$ cat config.mk
export PLATFORM = sky130hd
export DESIGN_NAME = imm_field_encoder
export DESIGN_NICKNAME = d
export VERILOG_FILES = /design/src/rtl/imm_field_encoder.sv
export SDC_FILE = /design/constraint.sdc
export NUM_CORES = 1
export LEC_CHECK = 0
export BUFFER_PORTS_ARGS = -buffer_cell sky130_fd_sc_hd__buf_2
export CAP_MARGIN = 20
export CELL_PAD_IN_SITES_DETAIL_PLACEMENT = 1
export CELL_PAD_IN_SITES_GLOBAL_PLACEMENT = 2
export CORE_ASPECT_RATIO = 0.5
export CORE_MARGIN = 8
export CORE_UTILIZATION = 29
export DETAILED_ROUTE_END_ITERATION = 10
export MAX_ROUTING_LAYER = met4
export PLACE_DENSITY_LB_ADDON = 0.1
export SLEW_MARGIN = 0
export SYNTH_ARGS = -nofsm -noshare
export SYNTH_HDL_FRONTEND = slang
export SYNTH_SLANG_ARGS = --single-unit
$ cat constraint.sdc
create_clock -name clk -period 5.6 [get_ports clk]
set_input_delay 0.56 -clock clk [delete_from_list [all_inputs] [get_ports clk]]
set_output_delay 0.56 -clock clk [all_outputs]
set_load 0.03 [all_outputs]
$ cat src/rtl/imm_field_encoder.sv
// Packs an immediate plus register/function fields into RISC-V instruction bits [31:7].
// Optional feature macro: IMM_ENC_SPLIT_EN (wide I-type immediates become a U beat plus an I beat).

`ifndef RTYPE
`define RTYPE  3'd0
`define ITYPE  3'd1
`define STYPE  3'd2
`define BTYPE  3'd3
`define UTYPE  3'd4
`define JTYPE  3'd5
`define NOTYPE 3'd7
`endif

// state | meaning
// IDLE  | output register empty, or holding a single-beat / final beat
// SPLIT | beat 1 of a split is held; beat 2 fields are latched
module imm_field_encoder (
    input  logic        clk,
    input  logic        rst_n,
    input  logic        in_valid,
    output logic        in_ready,
    input  logic [2:0]  in_type,
    input  logic [31:0] in_imm,
    input  logic [4:0]  in_rd,
    input  logic [4:0]  in_rs1,
    input  logic [4:0]  in_rs2,
    input  logic [2:0]  in_funct3,
    input  logic [6:0]  in_funct7,
    output logic        out_valid,
    input  logic        out_ready,
    output logic [24:0] out_bits,
    output logic [2:0]  out_type,
    output logic        out_last,
    output logic        out_err,
    output logic [15:0] err_count
);

`ifdef IMM_ENC_SPLIT_EN
    typedef enum logic {IDLE = 1'b0, SPLIT = 1'b1} state_t;
`else
    typedef enum logic {IDLE = 1'b0} state_t;
`endif

    state_t      state, state_nxt;
    logic        accept, consume;
    logic        i_ok, s_ok, b_ok, j_ok, u_ok;
    logic [24:0] enc_bits;
    logic        enc_err;
    logic        valid_nxt, last_nxt, err_nxt;
    logic [24:0] bits_nxt;
    logic [2:0]  type_nxt;

`ifdef IMM_ENC_SPLIT_EN
    logic        enc_split;
    logic [19:0] hi20;
    logic [24:0] beat2_bits, beat2_nxt;
`endif

    assign in_ready = (state == IDLE) && (!out_valid || out_ready);
    assign accept   = in_valid && in_ready;
    assign consume  = out_valid && out_ready;

    assign i_ok = (in_imm[31:11] == {21{in_imm[31]}});
    assign s_ok = i_ok;
    assign b_ok = !in_imm[0] && (in_imm[31:12] == {20{in_imm[31]}});
    assign j_ok = !in_imm[0] && (in_imm[31:20] == {12{in_imm[31]}});
    assign u_ok = (in_imm[11:0] == 12'h000);

    always_comb begin
        enc_bits = '0;
        enc_err  = 1'b0;
        case (in_type)
            `RTYPE: enc_bits = {in_funct7, in_rs2, in_rs1, in_funct3, in_rd};
            `ITYPE: begin
                enc_bits = {in_imm[11:0], in_rs1, in_funct3, in_rd};
                enc_err  = !i_ok;
            end
            `STYPE: begin
                enc_bits = {in_imm[11:5], in_rs2, in_rs1, in_funct3, in_imm[4:0]};
                enc_err  = !s_ok;
            end
            `BTYPE: begin
                enc_bits = {in_imm[12], in_imm[10:5], in_rs2, in_rs1, in_funct3,
                            in_imm[4:1], in_imm[11]};
                enc_err  = !b_ok;
            end
            `UTYPE: begin
                enc_bits = {in_imm[31:12], in_rd};
                enc_err  = !u_ok;
            end
            `JTYPE: begin
                enc_bits = {in_imm[20], in_imm[10:1], in_imm[11], in_imm[19:12], in_rd};
                enc_err  = !j_ok;
            end
            default: enc_err = 1'b1;
        endcase
`ifdef IMM_ENC_SPLIT_EN
        // the split path absorbs the range failure, so it is not reported as an error
        if (enc_split) enc_err = 1'b0;
`endif
    end

`ifdef IMM_ENC_SPLIT_EN
    // Rounding the upper part by imm[11] compensates for the sign-extended low 12 bits.
    assign enc_split  = (in_type == `ITYPE) && !i_ok;
    assign hi20       = in_imm[31:12] + {19'b0, in_imm[11]};
`endif

    always_comb begin
        state_nxt = state;
        valid_nxt = out_valid;
        bits_nxt  = out_bits;
        type_nxt  = out_type;
        last_nxt  = out_last;
        err_nxt   = out_err;
`ifdef IMM_ENC_SPLIT_EN
        beat2_nxt = beat2_bits;
`endif
        case (state)
            IDLE: begin
                if (accept) begin
                    valid_nxt = 1'b1;
                    bits_nxt  = enc_bits;
                    type_nxt  = in_type;
                    last_nxt  = 1'b1;
                    err_nxt   = enc_err;
`ifdef IMM_ENC_SPLIT_EN
                    if (enc_split) begin
                        state_nxt = SPLIT;
                        bits_nxt  = {hi20, in_rd};
                        type_nxt  = `UTYPE;
                        last_nxt  = 1'b0;
                        beat2_nxt = {in_imm[11:0], in_rd, in_funct3, in_rd};
                    end
`endif
                end else if (consume) begin
                    valid_nxt = 1'b0;
                end
            end
`ifdef IMM_ENC_SPLIT_EN
            SPLIT: begin
                if (consume) begin
                    state_nxt = IDLE;
                    bits_nxt  = beat2_bits;
                    type_nxt  = `ITYPE;
                    last_nxt  = 1'b1;
                    err_nxt   = 1'b0;
                end
            end
`endif
            default: state_nxt = IDLE;
        endcase
    end

    always_ff @(posedge clk or negedge rst_n) begin
        if (!rst_n) begin
            state     <= IDLE;
            out_valid <= 1'b0;
            out_bits  <= '0;
            out_type  <= `NOTYPE;
            out_last  <= 1'b0;
            out_err   <= 1'b0;
            err_count <= '0;
`ifdef IMM_ENC_SPLIT_EN
            beat2_bits <= '0;
`endif
        end else begin
            state     <= state_nxt;
            out_valid <= valid_nxt;
            out_bits  <= bits_nxt;
            out_type  <= type_nxt;
            out_last  <= last_nxt;
            out_err   <= err_nxt;
            if (accept && enc_err && (err_count != 16'hFFFF))
                err_count <= err_count + 16'd1;
`ifdef IMM_ENC_SPLIT_EN
            beat2_bits <= beat2_nxt;
`endif
        end
    end

endmodule

==> run summary, run 1 <==
clock sink count: 47
leading area contributor after synthesis: dfrtp_1
most numerous cell in the Yosys netlist: dfrtp_1
YS warnings: 0
initial DRC count: 85
Mean Syn Cell Area: 9.20 sq um
Post-Route WL: 9.21 mm
Top FF cell, synth: dfrtp_1
cells after synthesis: 287
cts bufs inserted: 5
DRT antenna net count: 0
critical path class: in2reg
gr usage total: 0.149
Yosys top cell area share: 0.417
DR DRC count: 0
Max clock buf depth: 2
vias in the first global route: 2838
largest net degree at the start of global routing: 48
Post-Place Cells: 499
crit end category: register
Distinct cells, synth: 39
RSZ-0062 raised after global routing: false
drt first pass iters: 4
Syn Nets: 352
r2r worst-path depth: 8
Clk Latency, worst-skew pair: 0.29 ns
first-pass GRT wire length: 14.6 mm
Synth Cell Area: 0.00264 sq mm
Syn-to-layout area delta: 29.6%
WP data required: 5.77 ns
Multi-input gate area: 0.00134 sq mm
Max FO, Critical Path: 16
register area: 0.00118 sq mm
Vias per Instance: 5.09
Row Count: 24
Arrival @ worst endpoint: 2.84 ns
slowest stage delay, CP: 0.70 ns
number of synthesized register bits: 47
GRT Residual Overflow: 0
Die Width: 151 um
TritonCTS clock tree: done
hold buffers post-CTS: 0
clock skew: 0.00708 ns
Leak Pwr: 1.58 nW
CTS resizes: 0
Final Max Tran Viols: 0
crit path max-delay cell type: nor2_1
fraction of registers with async set/reset: 1.00
CTS HTree Levels: 2
cell chain of the critical path: buf_2, inv_1, nor2_1, o221ai_2, o311ai_4, nand2_1, mux2_2
Port Buf Inserts: 111
Final Cycle Share: 0.477
status: completed
Max-Cap Viols: 0
RR Endpoint: err_count[11]
Critical R2R Launch: err_count[0]
Worst Setup Start Kind: input pin
Fin. Hold Viols: 0
Least-Margin Pin Slew: 0.826 ns
Top Family by Delay on Critical Path: simple AND/OR/NAND/NOR gates
Synth area leaders: dfrtp_1 42%, nand2_1 5.8%, nor2_1 5.5%
HP Class: in2async
Final GP Congestion: 0.806
Peak VDD IR: 0.212 mV
filler instances: 1082
Reg clk slew, reported paths: 0.07 ns
met1 Resource Use GR: 0.180
Die Ht: 83.5 um
Rel. slew slack: 0.448
synth cell count leaders: 44 x dfrtp_1, 41 x nand2_1, 39 x nor2_1
reg2reg setup slack: 3.40 ns
P per Cell Area: 330 mW/mm^2
Setup Buffers After CTS: 0
initial antenna violation count: 0
post-route insts no fill: 508
fmax: 374 MHz
endpoints failing setup: 0
drt wl/cell: 18.1 um
post-synthesis sequential area ratio: 0.447
Root Buffer: clkbuf_16
Core ar.: 0.00877 sq mm
met2 usage: 0.246
# IOs: 112
Post-synth EDFFs: 0
global routing usage on met3: 0.0395
dpl hpwl: 7.23 mm
die footprint: 0.0126 sq mm
Fin Setup TNS: 0 ns
Worst Path Buf+Inv: 2
Period minus WS final: 2.67 ns
Nets: 455
gr busiest metal: met2
effective utilization at floorplan: 0.301
fraction of final layout cells sized beyond drive strength 1: 0.348
# diodes: 0
via count: 2586
==> cell usage in the layout, fill, tap and decap left out, drive strengths merged <==
cell,n
nor2b,1
clkbuf,7
and2,1
a32o,1
xor2,1
nand2b,4
mux2,5
nand3,12
ha,1
inv,3
and4,1
o21ai,23
and3,3
o221ai,2
or3,1
o21a,1
a211oi,1
xnor2,14
nand2,41
buf,113
nor2,39
a22oi,11
mux2i,9
a21oi,7
nor4,4
nand4,13
nor3,4
dfstp,3
a221oi,13
dfrtp,44
or4,5
o311ai,1
nand3b,1
bufinv,1
==> metrics by stage <==
stage | worst slack, ns | util | hold slack (ns) | instance area [sq um] | total power, mW
after floorplan | 3.30 | - | 0.264 | 2640 | 0.666
after global placement | 2.76 | 0.369 | 0.443 | 3240 | 0.792
after detailed placement | 2.63 | 0.369 | 0.451 | 3240 | 0.801
after CTS | 2.94 | 0.388 | 0.471 | 3400 | 1.15
after global routing | 2.75 | 0.390 | 0.167 | 3420 | 1.19
final | 2.93 | 0.390 | 0.147 | 3420 | 1.13
==> cell type report <==
type / instances / area share
inverters: 3 / 0.00329
clock buffers: 7 / 0.0388
clock inverters: 1 / 0.00878
well taps: 117 / 0.0428
multi-input cells: 220 / 0.391
flip-flops and latches: 47 / 0.345
repair buffers: 113 / 0.170
==> kinds of logic after synthesis <==
logic type | count (synthesis) | share of synthesized area
DFF | 47 | 0.447
muxes | 14 | 0.0555
buffers and inverters | 20 | 0.0460
AOI/OAI and AO/OA | 60 | 0.162
xor gates and xnor gates | 15 | 0.0498
and+or+nand+nor | 130 | 0.236
adders and majority gates | 1 | 0.00474
==> worst register-to-register path, delay by kind of cell, from the launching register on <==
family                   cells  cell delay (ns)
AND/OR/NAND/NOR              6             1.24
flip-flops                   1             0.43
adder cells (fa/ha/maj)      1             0.27
XOR/XNOR                     1             0.17
==> state kept, by name, indices dropped and copies added, names as in the netlist <==
register	flops
out_valid	1
err_count	16
out_bits	25
out_type	3
out_err	1
out_last	1
==> worst max-delay path by stage <==
| stage | to | slack, ns | startpoint | depth (start not counted) |
|---|---|---|---|---|
| floorplan | err_count[1] | 3.30 | in_imm[27] | 7 |
| finish | err_count[1] | 2.93 | in_type[1] | 7 |
| detailed placement | err_count[1] | 2.63 | in_type[1] | 7 |
| global route | err_count[12] | 2.75 | in_type[1] | 7 |
| CTS | err_count[1] | 2.94 | in_type[1] | 7 |
| global placement | err_count[1] | 2.76 | in_type[1] | 7 |
==> power breakdown <==
| group | leakage, nW | total (mW) | switching [mW] | internal (mW) |
|---|---|---|---|---|
| logic | 0.931 | 0.342 | 0.231 | 0.111 |
| clock network | 0.0781 | 0.341 | 0.129 | 0.211 |
| registers | 0.575 | 0.448 | 0.0526 | 0.395 |
==> layer usage <==
layer | vias to the layer above | routed length, um | part of all wire
met2 | 68 | 4360 | 0.47
met3 | 7 | 507 | 0.055
li1 | 1248 | - | -
met5 | - | 0 | 0
met4 | 0 | 53 | 0.0058
met1 | 1263 | 4280 | 0.47
Power figures use the tool's default switching activity.
==> inputs of run 2 (changes only) <==
--- a/config.mk
+++ b/config.mk
@@ -5,13 +5,14 @@
 export SDC_FILE = /design/constraint.sdc
 export NUM_CORES = 1
 export LEC_CHECK = 0
+export ABC_AREA = 1
 export BUFFER_PORTS_ARGS = -buffer_cell sky130_fd_sc_hd__buf_2
 export CAP_MARGIN = 20
 export CELL_PAD_IN_SITES_DETAIL_PLACEMENT = 1
 export CELL_PAD_IN_SITES_GLOBAL_PLACEMENT = 2
 export CORE_ASPECT_RATIO = 0.5
 export CORE_MARGIN = 8
-export CORE_UTILIZATION = 29
+export CORE_UTILIZATION = 26
 export DETAILED_ROUTE_END_ITERATION = 10
 export MAX_ROUTING_LAYER = met4
 export PLACE_DENSITY_LB_ADDON = 0.1
==> constraint.sdc (replaced) <==
create_clock -name clk -period 2.48 [get_ports clk]
set_input_delay 0.248 -clock clk [delete_from_list [all_inputs] [get_ports clk]]
set_output_delay 0.248 -clock clk [all_outputs]
set_load 0.03 [all_outputs]
==> run 2 against run 1 <==
Compared with the run above:
- routed wire length up 16%
- total power grew 110%
- global-route usage is 0.55 points lower
- combinational power is 110% higher
- clock skew decreased by 0.0048 ns
- highest routed layer unchanged
- critical endpoint is now err_count[8]
- design area rose by 11%
- flip-flop and latch count did not move
- first-iteration DRC count increased to 2.5 times the previous value
- clock power grew 100%
- critical path depth did not move
- sequential power rose by 120%
==> run summary, run 2 <==
XOR/XNOR Fraction of Synth Area: 0.0390 (was 0.0498)
fraction of registers with async set/reset: 1.00 (unchanged)
met2 usage: 0.224 (was 0.246)
Synth Area in Compound Gates: 0.0938 (was 0.162)
combinational family with the most area after synthesis: simple AND/OR/NAND/NOR gates (unchanged)
slowest stage delay, CP: 0.46 ns (was 0.70 ns)
global routing usage on met3: 0.0186 (was 0.0395)
Max FO, Critical Path: 14 (was 16)
Yosys top cell area share: 0.377 (was 0.417)
cell area after layout: 0.00380 sq mm (was 0.00342 sq mm)
crit end category: register (unchanged)
cell chain of the critical path: ha_1, nand3_1, nor2_1, nand4_2, buf_4, nand4_1, nand2_1 (was buf_2, inv_1, nor2_1, o221ai_2, o311ai_4, nand2_1, mux2_2)
DR DRC count: 0 (unchanged)
Row Count: 27 (was 24)
Least-Margin Pin Slew: 0.698 ns (was 0.826 ns)
first-pass GRT wire length: 17.4 mm (was 14.6 mm)
Rel. slew slack: 0.531 (was 0.448)
GRT Residual Overflow: 0 (unchanged)
Final Cycle Share: 0.764
cts bufs inserted: 5 (unchanged)
Nets: 601 (was 455)
Syn Nets: 490 (was 352)
critical path class: reg2reg (was in2reg)
Die Width: 166 um (was 151 um)
Post-synth EDFFs: 0 (unchanged)
status: completed (unchanged)
Clk Latency, worst-skew pair: 0.28 ns (was 0.29 ns)
# IOs: 112 (unchanged)
Switching Share: 0.375 (was 0.365)
gr busiest metal: met2 (unchanged)
Mean Syn Cell Area: 6.87 sq um (was 9.20 sq um)
Max-Cap Viols: 0 (unchanged)
cell internal pwr: 1.50 mW (was 0.717 mW)
Comb pwr share: 0.305 (was 0.303)
YS warnings: 0 (unchanged)
Syn-to-layout area delta: 30.1% (was 29.6%)
clock skew: 0.00227 ns (was 0.00708 ns)
WP data required: 2.65 ns (was 5.77 ns)
Max clock buf depth: 2 (unchanged)
Reg clk slew, reported paths: 0.07 ns (about the same)
max reg flops: 25 (unchanged)
Post-Route WL: 10.7 mm (was 9.21 mm)
Distinct cells, synth: 31 (was 39)
crit path max-delay cell type: dfrtp_1 (was nor2_1)
Fin Setup TNS: 0 ns (unchanged)
initial DRC count: 213 (was 85)
commonest non-fill, non-tap cell in the layout: nand2_1 (was buf_2)
largest net degree at the start of global routing: 45 (was 48)
Die Ht: 90.9 um (was 83.5 um)
cell area after placement: 0.00363 sq mm (was 0.00324 sq mm)
post-synthesis sequential area ratio: 0.404 (was 0.447)
clock power share: 0.288 (was 0.301)
synth cell count leaders: 180 x nand2_1, 44 x dfrtp_1, 39 x nor2_1 (was 44 x dfrtp_1, 41 x nand2_1, 39 x nor2_1)
Top Family by Delay on Critical Path: simple AND/OR/NAND/NOR gates (unchanged)
via count: 3107 (was 2586)
post-layout util: 0.346 (was 0.390)
Top FF cell, synth: dfrtp_1 (unchanged)
TritonCTS clock tree: done (unchanged)
initial antenna violation count: 0 (unchanged)
HP Class: in2reg (was in2async)
Final GP Congestion: 0.754 (was 0.806)
fmax: 528 MHz
most numerous cell in the Yosys netlist: nand2_1 (was dfrtp_1)
met1 Resource Use GR: 0.199 (was 0.180)
RSZ-0062 raised after global routing: false (unchanged)
Port Buf Inserts: 111 (unchanged)
cells after synthesis: 425 (was 287)
CTS HTree Levels: 2 (unchanged)
Synth area leaders: dfrtp_1 38%, nand2_1 23%, nor2_1 5.0% (was dfrtp_1 42%, nand2_1 5.8%, nor2_1 5.5%)
Worst Setup Start Kind: register (was input pin)
effective utilization at floorplan: 0.266 (was 0.301)
Vias per Instance: 4.56 (was 5.09)
# diodes: 0 (unchanged)
commonest cells after routing, fill and taps aside: 180 x nand2_1, 111 x buf_2, 44 x dfrtp_1, 39 x nor2_1, 30 x inv_1 (was 111 x buf_2, 44 x dfrtp_1, 41 x nand2_1, 39 x nor2_1, 23 x o21ai_0)
post-synthesis mux area share: 0 (was 0.0555)
Peak VDD IR: 0.311 mV (was 0.212 mV)
switching pwr: 0.903 mW (was 0.413 mW)
DRT antenna net count: 0 (unchanged)
vias in the first global route: 3345 (was 2838)
fraction of final layout cells sized beyond drive strength 1: 0.255 (was 0.348)
Root Buffer: clkbuf_16 (unchanged)
Leak Pwr: 2.09 nW (was 1.58 nW)
number of synthesized register bits: 47 (unchanged)
Core ar.: 0.0110 sq mm (was 0.00877 sq mm)
endpoints failing setup: 0 (unchanged)
Period minus WS final: 1.89 ns
drt wl/cell: 15.6 um (was 18.1 um)
Fin. Hold Viols: 0 (unchanged)
leading area contributor after synthesis: dfrtp_1 (unchanged)
Largest regs: out_bits: 25 flops, err_count: 16 flops, out_type: 3 flops (unchanged)
Largest Register: out_bits (unchanged)
simple-gate area share of the yosys netlist: 0.392 (was 0.236)
Sequential Power Share: 0.407 (was 0.396)
die footprint: 0.0151 sq mm (was 0.0126 sq mm)
gr usage total: 0.144 (was 0.149)
P per Cell Area: 633 mW/mm^2 (was 330 mW/mm^2)
drt first pass iters: 4 (unchanged)
adder-cell share of the synthesized area: 0.00428 (was 0.00474)
clock sink count: 47 (unchanged)
Final Max Tran Viols: 0 (unchanged)
Arrival @ worst endpoint: 2.07 ns (was 2.84 ns)
Synth Cell Area: 0.00292 sq mm (was 0.00264 sq mm)
CTS resizes: 0 (unchanged)
filler instances: 1432 (was 1082)
dpl hpwl: 8.57 mm (was 7.23 mm)
Worst Path Buf+Inv: 1 (was 2)
## run 2: cell types whose count changed after synthesis, sizes merged, moves of 5 or more
cell,before,now
mux2,5,0
inv,3,33
o21ai,23,29
nand4,13,22
xnor2,14,5
nand2,41,180
or4,5,0
nand3,12,19
a221oi,13,2
clkbuf,14,8
xor2,1,8
a22oi,11,3
mux2i,9,0
## run 2: path summary, 6_finish.rpt
path                               from  cells past startpoint            to  slack [ns]
hold reg to reg                out_last                      1      out_last        0.47
max in group asynchronous         rst_n                      3   out_type[2]        1.37
hold / removal                out_ready                      4     out_valid        0.25
min in group asynchronous         rst_n                      2  err_count[2]        0.50
setup / recovery           err_count[0]                      7  err_count[8]        0.59
setup reg to reg           err_count[0]                      7  err_count[8]        0.59
## run 2: per-stage QoR
step / cells / power, mW / hold WS, ns / worst slack (ns)
after CTS: 682 / 2.45 / 0.246 / 0.535
after floorplan: 425 / 1.44 / -0.0476 / 0.562
after detailed placement: 673 / 1.74 / 0.282 / 0.488
after global placement: 673 / 1.74 / 0.267 / 0.533
after global routing: 682 / 2.55 / 0.275 / 0.364
final: 682 / 2.40 / 0.249 / 0.585
## run 2: routing by layer
metal	vias to the layer above	routed length [um]
li1	1592	-
met1	1454	5470
met2	59	4780
met3	2	362
met4	0	41
met5	-	0
## run 2: power by group through the flow
stage	Combinational [mW]	Sequential, mW	Clock (mW)
floorplan	0.257	1.18	0
global placement	0.742	0.994	0
detailed placement	0.749	0.993	0
CTS	0.751	0.980	0.718
global route	0.812	0.993	0.742
finish	0.735	0.979	0.691
## run 2: cell families after synthesis
group / Yosys count
buf+inv: 47
compound gates: 47
flops: 47
simple gates: 270
fa+ha+maj: 1
xor+xnor: 13
## run 2: worst reg2reg max path, delay by kind of cell (launching register included)
kind                       cells  cell delay (ns)
adders and majority gates      1             0.22
buffers and inverters          1             0.26
DFF                            1             0.46
and+or+nand+nor                5             0.85
## run 2: repair_timing
action / 4_1_cts / 5_1_grt
endpoints found under the hold margin: 21 / 0
hold buffers: 1 / 0
setup buffers: 0 / 0
endpoints found under the setup margin: 0 / 0
## run 2: final cells by class
type                    instances  area (sq um)  area share
clock buffers                   6           139      0.0365
clock inverters                 2          16.3     0.00428
inverters                      35           131      0.0346
multi-input cells             331          1540       0.406
flip-flops and latches         47          1180       0.311
well taps                     145           181      0.0477
repair buffers                116           608       0.160
